File: src/rtl/regfile.sv
// 32 x 32-bit MIPS register file: one write port, two write-first read ports.
// $0 is hardwired to zero; synchronous active-high reset beats any same-cycle write.

module decoder5to32 (
  input  logic [4:0]  in_i,
  input  logic        en_i,
  output logic [31:0] out_o
);
  always_comb begin
    out_o = '0;
    if (en_i) out_o[in_i] = 1'b1;
  end
endmodule

module regfile (
  input  logic        clock,
  input  logic        ctrl_reset,
  input  logic        ctrl_writeEnable,
  input  logic [4:0]  ctrl_writeReg,
  input  logic [4:0]  ctrl_readRegA,
  input  logic [4:0]  ctrl_readRegB,
  input  logic [31:0] data_writeReg,
  output logic [31:0] data_readRegA,
  output logic [31:0] data_readRegB
);
  logic [31:0] load;
  logic [31:0] regs_q [1:31];
  logic [31:0] stored_a, stored_b;
  logic        wr_live, byp_a, byp_b;

  decoder5to32 u_wdec (
    .in_i  (ctrl_writeReg),
    .en_i  (ctrl_writeEnable),
    .out_o (load)
  );

  // Decoder bit 0 is the write-to-$0 case, which is dropped; registers 1..31 only.
  always_ff @(posedge clock) begin
    for (int unsigned i = 1; i < 32; i++) begin
      if (ctrl_reset)   regs_q[i] <= '0;
      else if (load[i]) regs_q[i] <= data_writeReg;
    end
  end

  always_comb begin
    stored_a = '0;
    stored_b = '0;
    for (int unsigned i = 1; i < 32; i++) begin
      if (ctrl_readRegA == 5'(i)) stored_a = regs_q[i];
      if (ctrl_readRegB == 5'(i)) stored_b = regs_q[i];
    end
  end

  // enable && !load[0] means a write to a nonzero register is in flight.
  assign wr_live = ctrl_writeEnable & ~load[0] & ~ctrl_reset;
  assign byp_a   = wr_live & (ctrl_writeReg == ctrl_readRegA);
  assign byp_b   = wr_live & (ctrl_writeReg == ctrl_readRegB);

  assign data_readRegA = byp_a ? data_writeReg : stored_a;
  assign data_readRegB = byp_b ? data_writeReg : stored_b;
endmodule

File: config.mk
export PLATFORM = sky130hd
export DESIGN_NAME = regfile
export DESIGN_NICKNAME = d
export VERILOG_FILES = /design/src/rtl/regfile.sv
export SDC_FILE = /design/constraint.sdc
export NUM_CORES = 2
export LEC_CHECK = 0
export ABC_AREA = 1
export CELL_PAD_IN_SITES_DETAIL_PLACEMENT = 2
export CELL_PAD_IN_SITES_GLOBAL_PLACEMENT = 2
export CORE_MARGIN = 2
export CORE_UTILIZATION = 42
export DETAILED_ROUTE_END_ITERATION = 8
export GPL_TIMING_DRIVEN = 0
export PLACE_DENSITY = 0.88
export SKIP_LAST_GASP = 1
export SYNTH_ARGS = -nofsm -noshare
export SYNTH_HDL_FRONTEND = slang
export SYNTH_HIERARCHICAL = 1
export SYNTH_SLANG_ARGS = --single-unit
File: constraint.sdc
create_clock -name clock -period 3.8 [get_ports clock]
set_input_delay 0.38 -clock clock [delete_from_list [all_inputs] [get_ports clock]]
set_output_delay 0.38 -clock clock [all_outputs]
set_load 0.02 [all_outputs]
# == After elaboration in Yosys (flattened, before gate mapping) ==
# Memory sizes are Yosys's and may differ from the RTL's.
# Cells that the tools add are included.
# totals
in_bits,50
ramBits,992
n_memories,1
out_inout_bits,64
ff_bits,0
# op_classes
eq_ne,64
n_mux,193
n_bitwise,37
reduce_logical,1
order_cmp,2
# memory_table
memory,words,width,rd,rd_ports_with_merged_regs,wr,line_no,text
regs_q,31,32,31,0,31,27,logic [31:0] regs_q [1:31];
# ops
operator,n
32-bit 2-to-1 mux,96
5-bit == test (second input constant),32
1-bit 2-to-1 mux,96
5-bit by 4-bit == test with 1-bit output (second input constant),16
5-bit by 3-bit == test with 1-bit output (second input constant),8
1-bit OR,31
5-bit by 2-bit == test with 1-bit output (second input constant),4
5-bit by 1-bit == test with 1-bit output (second input constant),2
5-bit == test,2
5-bit by 6-bit < comparator with 1-bit output (second input constant),1
1-bit demux with 5-bit select,1
5-bit by 1-bit >= comparator with 1-bit output (second input constant),1
1-bit bitwise AND,4
1-bit NOT,2
1-bit logical AND,1

# == Logic depth before layout (Yosys ltp) ==
# logic_depth
word_depth,33
ltp_mapped,25

# == Cells and area by module ==
# The synthesis kept the hierarchy.
# modules_own_cells
module,instances,cells_each,area_per_inst_um2
regfile,1,6248,51383.0
decoder5to32,1,50,200.2

# == Worst setup path before layout ==
# No wires, ideal clock.
# synth_path
path_kind,in2out
startpoint,in ctrl_readRegB[0]
endpoint,out data_readRegB[18]
arrival_ns,2.401
slack_ns,1.019
path_stages,22
n_path_buf,2
cell_sequence,clkbuf_2 -> inv_1 -> nor2_2 -> inv_1 -> nor2_1 -> inv_1 -> nor2_1 -> clkbuf_1 -> nand2_1 -> nand4_1 -> nor2_1 -> nand4_1 -> nor2_1 -> nand4_1 -> nor2_1 -> nand4_1 -> nor2_1 -> nand4_1 -> nor2_1 -> nand4_1 -> nor2_1 -> nor2_1
# synth_via
elab_chain_cells,33
elab_cells_between_ends,65
# synth_lines
item,line_no,text
start: declaration,21,"input logic [4:0] ctrl_readRegB,"
5-bit by 1-bit == test with 1-bit output,50,if (ctrl_readRegB == 5'(i)) stored_b = regs_q[i];
32-bit 2-to-1 mux (31 in a row),50,
32-bit 2-to-1 mux *,60,assign data_readRegB = byp_b ? data_writeReg : stored_b;
end: declaration,24,output logic [31:0] data_readRegB
# Mark *: on every way between the ends. The rest lies on a longest branch, timed or not.

# == Worst setup path in the final report ==
# layout_path
startpoint,in ctrl_readRegB[0]
endpoint,out data_readRegB[7]
# Same word-level chain as after synthesis.

==> out/metrics.csv <==
stage,metric,value,unit
run_status,status,"finished, violations left",
run_status,violations,"max-capacitance violations, max-slew violations, negative setup slack",
timing,tightest_slew,1.70,ns
timing,setup_viol,64,
placement,place_hpwl,200000,um
global_routing,grt_max_degree,33,
worst_hold_path,hold_start,data_writeReg[30],
floorplan,rows,128,
global_routing,first_global_vias,56800,
layout,layout.cells.non_filler,8322,
routing,route.detailed.drc,0,
cts,clock_path_buffers,3,
logic_synthesis,synth_area,51600,um^2
logic_synthesis,yosysTopAreaCell,edfxtp_1,
layout,reg.largest.list,regs_q: 992 flops,
logic_synthesis,synth_area_leaders,"edfxtp_1, nor2_1, nand2_1, nand4_1, inv_1",
placement,place_congestion,0.977,
floorplan,die_x,354,um
pwr,leakagePower,23.6,nW
layout,final_cell_mix,"nand2_1, nor2_1, edfxtp_1, nand4_1, inv_1",
pwr,powerDensity,475,nW/um^2
cts,cts_hold_buf,0,
layout,mostFrequentLayoutCell,nand2_1,
timing,fin_ws,-2.97,ns
cts,clk_root_buffer_cell,clkbuf_16,
timing,finalCritPeriodShare,178,%
logic_synthesis,yosysWarnings,6,
routing,via_per_inst,6.76,
floorplan,start_util,42.3,%
routing,vias,56300,
setup_path,worstPathArrival,6.39,ns
routing,drt_iter0_drc,8631,
pwr,ir_worst_vdd,443,uV
layout,stdcell_area,61100,um^2
timing,grt_setup_unrepaired,yes,
pwr,total_power,0.0290,W
cts,clk_pin_slew_worst_paths,0.07,ns
timing,slew_headroom,-13.4,%
cts,cts.sinks,992,
logic_synthesis,synth_seq_cells,992,
layout,area_delta_synth_final,18.5,%
global_routing,grt_pass1_wl,431000,um
layout,nFillCells,13200,
worst_hold_path,hold_path_end,regs_q[0][222],
worst_hold_path,hold_depth,3,
flow_run,cap_viol_max_count,8,
layout,drive_above_1_share,13.8,%
logic_synthesis,synth.avg_cell_area,8.19,um^2
timing,report.final.slew_viol_count,87,
routing,wirelength,334000,um
placement,io_buffers,109,
worst_hold_path,min_path_type,input pin to flip-flop,
global_routing,grtUsageTotal,48.3,%
global_routing,antenna_found_initial,34,
timing,whs,0.703,ns
setup_path,critPathKind,input pin to output pin,
logic_synthesis,synth-seq-area-share,57.7,%
layout,post-route-util,50.2,%
timing,fin_crit,6.77,ns
floorplan,io_pins,114,
floorplan,fp.dieH,354,um
setup_path,required,3.42,ns
timing,fmax,148,MHz
setup_path,path_max_fanout,10,
logic_synthesis,synthesis.nets,6348,
cts,htreeDepth,3,
logic_synthesis,synth-edff-count,992,
logic_synthesis,yosys.area.top_type_share,57.7,%
routing,post_drt_wl_per_cell,40.1,um
placement,placed_cells,8032,
routing,ant_nets,0,
cts,cts_tree,yes,
global_routing,grt-ovfl-total,0,
floorplan,fp.coreArea,122000,um^2
logic_synthesis,ys.flop_type,edfxtp_1,
setup_path,start_kind,input pin,
cts,numCtsBuffers,114,
timing,hold_viol,0,
setup_path,endpoint_kind,output pin,
floorplan,die-area,126000,um^2
placement,place_area,54700,um^2
layout,top_register,regs_q,
routing,drt-pass1-iter-count,8,
logic_synthesis,synth_cell_type_count,28,
logic_synthesis,synth-async-reset-ratio,0,%
layout,largest_register_ffs,992,
layout,nets,6637,
logic_synthesis,syn_inst,6298,
## cell families (layout without fill, tap and decap cells)
| family | count (synthesis) | after routing | synth area share, % |
|---|---|---|---|
| other | 0 | 12 | 0 |
| and+or+nand+nor | 4191 | 4191 | 33.5 |
| buffers and inverters | 915 | 1302 | 6.76 |
| xor gates and xnor gates | 3 | 3 | 0.0509 |
| AOI/OAI and AO/OA | 197 | 197 | 1.99 |
| DFF | 992 | 992 | 57.7 |
## area by class of cell
| class | instances | area, um^2 | area share, % |
|---|---|---|---|
| clock inverters | 75 | 562 | 0.919 |
| inverters | 485 | 1840 | 3.01 |
| repair buffers | 175 | 1680 | 2.74 |
| multi-input cells | 4391 | 20100 | 32.9 |
| plain buffers | 428 | 2090 | 3.41 |
| flip-flops and latches | 992 | 29800 | 48.7 |
| diodes | 12 | 30.0 | 0.0491 |
| clock buffers | 139 | 2990 | 4.89 |
| well taps | 1625 | 2030 | 3.33 |
## per-stage QoR
step | TNS, ns | worst slack, ns
floorplan | 0 | 1.02
global placement | -150.57 | -2.75
detailed placement | -157.38 | -2.94
CTS | -65.16 | -1.53
global route | -84.71 | -2.61
finish | -94.62 | -2.97
## worst max-delay path: stages
cell and delay [ns]:
clkbuf_4 0.23, inv_2 0.17, nor2_4 0.10, buf_4 0.16, clkbuf_4 0.23, nand4_1 0.13
nand2_1 0.09, nor2_2 0.18, nand4_1 0.62, nand2_1 0.42, nand4_1 0.81, nor2_2 0.34
nand4_1 0.27, nor2_4 0.25, nand4_1 0.26, nor2_2 0.21, nand4_1 0.18, nor2_2 0.19
nand4_1 0.22, nor2_4 0.21, nand4_1 0.17, nand2_1 0.13, nand2_1 0.07, dlygate4sd2_1 0.32
## worst max path at each step
stage                     start                end  slack [ns]  depth (start not counted)
5_1_grt        ctrl_readRegB[0]   data_readRegB[7]       -2.61                         24
4_1_cts           regs_q[0][43]  data_readRegB[11]       -1.53                         20
6_report       ctrl_readRegB[0]   data_readRegB[7]       -2.97                         24
3_5_place_dp   ctrl_readRegA[2]  data_readRegA[18]       -2.94                         21
2_1_floorplan  ctrl_readRegB[0]  data_readRegB[18]        1.02                         22
3_3_place_gp   ctrl_readRegA[2]  data_readRegA[18]       -2.75                         21
## Yosys cell counts, types with 5 or more instances
| master | number |
|---|---|
| clkbuf_1 | 383 |
| nor3_1 | 22 |
| a21oi_1 | 76 |
| nor3b_1 | 5 |
| o21ai_0 | 110 |
| buf_2 | 34 |
| o2111ai_1 | 11 |
| or2_2 | 36 |
| nand4_1 | 493 |
| nor2_1 | 1822 |
| nand3_1 | 75 |
| buf_1 | 10 |
| nand2_1 | 1723 |
| inv_1 | 481 |
| edfxtp_1 | 992 |
## power breakdown
| group | internal (W) | switching, W | leakage (nW) |
|---|---|---|---|
| clock | 0.00611 | 0.00558 | 1.73 |
| sequential | 0.0127 | 0.000472 | 9.46 |
| combinational | 0.000884 | 0.00332 | 12.4 |
| total | 0.0197 | 0.00937 | 23.6 |
## per-layer routing
layer / track usage [%] / vias to the layer above / wire length (um)
met4: 38.2 / 42 / 35900
li1: - / 21100 / -
met2: 75.2 / 5185 / 144000
met3: 12.9 / 1908 / 43700
met1: 56.6 / 28100 / 109000
met5: 0 / - / 273
## timing repair
item / CTS / global route
setup buffers: 42 / 26
endpoints found under the setup margin: 64 / 64
pin swaps: 738 / 762
gates cloned: 0 / 0
gates resized for setup: 930 / 254
No activity file was read; power rests on OpenSTA's default activity.
